--- config.mk ---
export PLATFORM = sky130hd
export DESIGN_NAME = morra_match_driver
export DESIGN_NICKNAME = d
export VERILOG_FILES = /design/src/rtl/morra_match_driver.sv
export SDC_FILE = /design/constraint.sdc
export NUM_CORES = 1
export LEC_CHECK = 0
export CELL_PAD_IN_SITES_DETAIL_PLACEMENT = 2
export CELL_PAD_IN_SITES_GLOBAL_PLACEMENT = 2
export CORE_ASPECT_RATIO = 0.7
export CORE_MARGIN = 2
export CORE_UTILIZATION = 35
export CTS_CLUSTER_DIAMETER = 150
export DETAILED_ROUTE_END_ITERATION = 7
export HOLD_SLACK_MARGIN = 0.12
export MAX_ROUTING_LAYER = met4
export PLACE_DENSITY = 0.82
export SLEW_MARGIN = 20
export SYNTH_ARGS = -nofsm -noshare
export SYNTH_HDL_FRONTEND = slang
export SYNTH_SLANG_ARGS = --single-unit
--- constraint.sdc ---
create_clock -name clk -period 5.05 [get_ports clk]
set_input_delay 1.01 -clock clk [delete_from_list [all_inputs] [get_ports clk]]
set_output_delay 1.01 -clock clk [all_outputs]
set_load 0.1 [all_outputs]
--- src/rtl/morra_match_driver.sv ---
// Player-side match controller for MorraCinese: opens each game with START/cfg_len, issues LFSR moves, tallies GAME results.
// Optional MORRA_DRV_INVALID_EN: drive raw LFSR 00 moves (invalid) instead of remapping them to rock.
module morra_match_driver #(
    parameter int          NUM_GAMES = 3,
    parameter int          MAX_MOVES = 63,
    parameter logic [7:0]  SEED1     = 8'hA5,
    parameter logic [7:0]  SEED2     = 8'h3C
) (
    input  logic       clk,
    input  logic       rst,
    input  logic       go,
    input  logic [3:0] cfg_len,
    output logic [1:0] P1,
    output logic [1:0] P2,
    output logic       START,
    input  logic [1:0] ROUND,
    input  logic [1:0] GAME,
    output logic       busy,
    output logic       done,
    output logic       abort,
    output logic [7:0] p1_games,
    output logic [7:0] p2_games,
    output logic [7:0] tie_games,
    output logic [7:0] moves
);

    localparam logic [2:0] S_IDLE  = 3'd0;
    localparam logic [2:0] S_START = 3'd1;
    localparam logic [2:0] S_MOVE  = 3'd2;
    localparam logic [2:0] S_WAIT  = 3'd3;
    localparam logic [2:0] S_DONE  = 3'd4;

    localparam logic [7:0] NUM_GAMES_B = 8'(NUM_GAMES);
    localparam logic [7:0] MAX_MOVES_B = 8'(MAX_MOVES);

    logic [2:0] state_reg;
    logic [3:0] cfg_reg;
    logic [7:0] game_cnt_reg;
    logic [7:0] lfsr1_reg, lfsr2_reg;
    logic [1:0] p1_reg, p2_reg;
    logic       start_reg, busy_reg, done_reg, abort_reg;
    logic [7:0] p1_games_reg, p2_games_reg, tie_games_reg, moves_reg;

    // ROUND carries no information the tallies need; GAME alone decides a game.
    logic unused_round;
    assign unused_round = ^ROUND;

    function automatic logic [1:0] drive_move(input logic [1:0] raw);
`ifdef MORRA_DRV_INVALID_EN
        return raw;
`else
        return (raw == 2'b00) ? 2'b01 : raw;
`endif
    endfunction

    // Fibonacci taps 8,6,5,4 (bits 7,5,4,3), feedback shifted into bit 0.
    function automatic logic [7:0] lfsr_next(input logic [7:0] s);
        return {s[6:0], s[7] ^ s[5] ^ s[4] ^ s[3]};
    endfunction

    function automatic logic [7:0] sat_inc(input logic [7:0] v);
        return (v == 8'hFF) ? v : v + 8'd1;
    endfunction

    always_ff @(posedge clk) begin
        if (rst) begin
            state_reg     <= S_IDLE;
            cfg_reg       <= 4'd0;
            game_cnt_reg  <= 8'd0;
            lfsr1_reg     <= SEED1;
            lfsr2_reg     <= SEED2;
            p1_reg        <= 2'b00;
            p2_reg        <= 2'b00;
            start_reg     <= 1'b0;
            busy_reg      <= 1'b0;
            done_reg      <= 1'b0;
            abort_reg     <= 1'b0;
            p1_games_reg  <= 8'd0;
            p2_games_reg  <= 8'd0;
            tie_games_reg <= 8'd0;
            moves_reg     <= 8'd0;
        end else begin
            // Outputs are registered for the state being entered; these are the idle values.
            start_reg <= 1'b0;
            done_reg  <= 1'b0;
            p1_reg    <= 2'b00;
            p2_reg    <= 2'b00;
            case (state_reg)
                S_IDLE: begin
                    if (go) begin
                        cfg_reg       <= cfg_len;
                        p1_games_reg  <= 8'd0;
                        p2_games_reg  <= 8'd0;
                        tie_games_reg <= 8'd0;
                        abort_reg     <= 1'b0;
                        game_cnt_reg  <= 8'd0;
                        busy_reg      <= 1'b1;
                        start_reg     <= 1'b1;
                        p1_reg        <= cfg_len[3:2];
                        p2_reg        <= cfg_len[1:0];
                        state_reg     <= S_START;
                    end
                end
                S_START: begin
                    moves_reg <= 8'd0;
                    p1_reg    <= drive_move(lfsr1_reg[1:0]);
                    p2_reg    <= drive_move(lfsr2_reg[1:0]);
                    state_reg <= S_MOVE;
                end
                S_MOVE: begin
                    lfsr1_reg <= lfsr_next(lfsr1_reg);
                    lfsr2_reg <= lfsr_next(lfsr2_reg);
                    moves_reg <= sat_inc(moves_reg);
                    state_reg <= S_WAIT;
                end
                S_WAIT: begin
                    if (GAME != 2'b00) begin
                        case (GAME)
                            2'b01:   p1_games_reg  <= sat_inc(p1_games_reg);
                            2'b10:   p2_games_reg  <= sat_inc(p2_games_reg);
                            default: tie_games_reg <= sat_inc(tie_games_reg);
                        endcase
                        game_cnt_reg <= game_cnt_reg + 8'd1;
                        if (game_cnt_reg + 8'd1 == NUM_GAMES_B) begin
                            done_reg  <= 1'b1;
                            busy_reg  <= 1'b0;
                            state_reg <= S_DONE;
                        end else begin
                            start_reg <= 1'b1;
                            p1_reg    <= cfg_reg[3:2];
                            p2_reg    <= cfg_reg[1:0];
                            state_reg <= S_START;
                        end
                    end else if (moves_reg == MAX_MOVES_B) begin
                        abort_reg <= 1'b1;
                        done_reg  <= 1'b1;
                        busy_reg  <= 1'b0;
                        state_reg <= S_DONE;
                    end else begin
                        p1_reg    <= drive_move(lfsr1_reg[1:0]);
                        p2_reg    <= drive_move(lfsr2_reg[1:0]);
                        state_reg <= S_MOVE;
                    end
                end
                S_DONE: begin
                    state_reg <= S_IDLE;
                end
                default: begin
                    busy_reg  <= 1'b0;
                    state_reg <= S_IDLE;
                end
            endcase
        end
    end

    assign P1        = p1_reg;
    assign P2        = p2_reg;
    assign START     = start_reg;
    assign busy      = busy_reg;
    assign done      = done_reg;
    assign abort     = abort_reg;
    assign p1_games  = p1_games_reg;
    assign p2_games  = p2_games_reg;
    assign tie_games = tie_games_reg;
    assign moves     = moves_reg;

endmodule

==> impl_metrics.yaml <==
finish:
  antennaDiodeCount: 0
  drive_gt1_share_pct: 5.33
  nets: 466
  instances_no_fill: 578
  syn2layout_area_growth_pct: 25.1
worst_setup_path:
  cp.depth: 8
  slowest_delay_ns: 0.53
  crit_buf_inv: 2
  crit_path_start_kind: "input pin"
  crit_family: "compound AO/OA/AOI/OAI gates"
  r2r_cells: 4
  path_max_fanout: 17
  endpoint_kind: "flop"
  path_cells: "clkdlybuf4s50_1 -> inv_1 -> ha_1 -> nand3b_2 -> a21oi_4 -> o21ai_2 -> or4_1 -> a21oi_1"
  r2r_end: "game_cnt_reg[7]"
  criticalPathCategory: "in -> reg"
  cp.arrival_ns: 3.56
  r2r-start: "state_reg[0]"
  cp.required_ns: 5.29
  reg2reg_slack_ns: 2.47
  worstSetupStartpoint: "GAME[0]"
  crit_path_top_delay_cell: "or4_1"
  cp-endpoint: "p1_games[7]"
synthesis:
  synth_area_um2: 3400
  synth_seq_cells: 71
  post-synth-top-count-cell: "dfxtp_1"
  synth_nets: 424
  avgSynthCellArea_um2: 8.41
  netlist_top_cells_count: "dfxtp_1, nand2_1, nor2_1"
  yosys_warnings: 0
  synth_area_leaders: "dfxtp_1, nand2_1, nor2_1"
  yosysSeqAreaShare_pct: 41.8
  synth_top_area_share_pct: 41.8
  synthCells: 404
  synthFlopType: "dfxtp_1"
  synth_area_leader_cell: "dfxtp_1"
  synth_edf_count: 0
  synthArstFlopShare_pct: 0
  ys_types: 50
die:
  initial_core_util_pct: 35.5
  rows: 30
  die_w_um: 122
  fp.dieH_um: 86.4
  ioPinCount: 51
  core_area_um2: 9570
  die_area_um2: 10500
timing:
  hold_viol_final: 0
  post-route-min-period_ns: 3.32
  setup_viol: 0
  max_freq_ghz: 0.301
  tightest_slew_ns: 1.02
  hold_slack_ns: 0.465
  grt_setup_unrepaired: "false"
  slew_headroom_pct: 32.0
  clock-skew-final_ns: 0.00609
  fin_crit_sh_pct: 65.7
  tns_ns: 0
  finalMaxSlewViolations: 0
cts:
  cts_tree: "built"
  htreeDepth: 3
  cts_sinks: 71
  cts_buffers: 9
  cts_resized: 0
  holdBufCountCts: 0
  post_cts.repair.setup_buffers: 0
  ctsLongestPathBuffers: 2
  path_clk_slew_ns: 0.06
  insertion_delay_ns: 0.33
  cts-root-buf: "clkbuf_16"
status:
  outcome: "completed"
route:
  drt-initial-drc-count: 147
  vias_per_cell: 5.40
  wl_mm: 10.5
  vias: 3124
  drc: 0
  dr.pass1.iters: 4
  postRouteAntennaNets: 0
  wire_per_inst_um: 18.2
global_routing:
  gr-usage-all-layers_pct: 22.0
  grt_pass1_wl_mm: 17.7
  grt.overflow.total: 0
  grt_pass1_vias: 3371
  grt_start_max_net_pins: 48
  antenna_found_initial: 0
place:
  placedCellCount: 563
  place_congestion: 0.798
  portBuffers: 48
  hpwl_mm: 7.18
power:
  swShare_pct: 27.0
  p_seq_share_pct: 43.4
  comb_power_share_pct: 12.6
  power_density_nw_per_um2: 324
  peakVddDrop_uv: 204
  power_switching_mw: 0.372
  total_leakage_power_nw: 1.44
  internal_power_mw: 1.01
  clock_power_share_pct: 44.0
min_path:
  hp-class: "reg -> reg"
flow_run:
  max_cap_violations: 0
## cell usage in the layout, fill, tap and decap left out, drive strengths merged, types with 5 or more instances in the layout
master,instances
a211oi,8
nand4,5
clkdlybuf4s50,48
o31ai,6
ha,9
o211ai,7
xnor2,18
nor2,43
dfxtp,71
o21ai,14
clkbuf,10
nor3,6
a21oi,32
nand2b,6
nand2,62
inv,6
nand3b,13
xor2,9
nand3,14
## layout make-up
class	count	area (um^2)
inverter	6	22.5
sequential	71	1420
fill	1065	5320
clock inverter	5	50.0
clock buffer	10	229
tap	128	160
timing repair buffer	49	488
multi-input combinational	309	1880
## worst min path at each step
stage | cells past startpoint | slack, ns | to | startpoint
4_1_cts | 2 | 0.47 | cfg_reg[0] | cfg_reg[0]
3_3_place_gp | 2 | 0.44 | lfsr2_reg[7] | lfsr2_reg[6]
5_1_grt | 2 | 0.50 | lfsr2_reg[6] | lfsr2_reg[6]
3_5_place_dp | 2 | 0.46 | cfg_reg[0] | cfg_reg[0]
2_1_floorplan | 2 | 0.43 | lfsr2_reg[7] | lfsr2_reg[6]
6_report | 2 | 0.47 | cfg_reg[0] | cfg_reg[0]
## per-stage QoR
step                setup slack [ns]  util [%]  area (um^2)  power, mW
global placement                1.50      41.5         3970      0.775
finish                          1.73      44.4         4250       1.38
floorplan                       2.48         -         3400      0.731
global route                    1.57      44.4         4250       1.44
CTS                             1.74      44.4         4250       1.40
detailed placement              1.42      41.5         3970      0.782
## tightest hold or removal path: cells and delay by family, from the launching register on
family	cells	cell delay, ns
DFF	1	0.31
AOI/OAI and AO/OA	1	0.06
and+or+nand+nor	1	0.05
## logic make-up (layout without fill, tap and decap cells)
| group | after synthesis | in the layout | synth area share, % |
|---|---|---|---|
| compound gates | 102 | 102 | 20.2 |
| xor+xnor | 27 | 27 | 6.96 |
| fa+ha+maj | 9 | 9 | 3.31 |
| buf+inv | 24 | 70 | 2.80 |
| flops | 71 | 71 | 41.8 |
| mux | 1 | 1 | 0.331 |
| simple gates | 170 | 170 | 24.6 |
## per-layer routing
metal	up-vias	part of all wire (%)	global-route usage [%]
li1	1532	-	-
met1	1537	49	28.4
met2	47	47	35.4
met3	8	3.3	5.46
met4	0	0.66	4.08
met5	-	0	-
## power by group through the flow
stage	combinational [mW]	sequential [mW]	clock, mW
global placement	0.167	0.608	0
CTS	0.176	0.598	0.623
detailed placement	0.173	0.610	0
global route	0.191	0.601	0.652
finish	0.174	0.598	0.607
floorplan	0.0934	0.638	0
(Power assumes the default switching activity.)
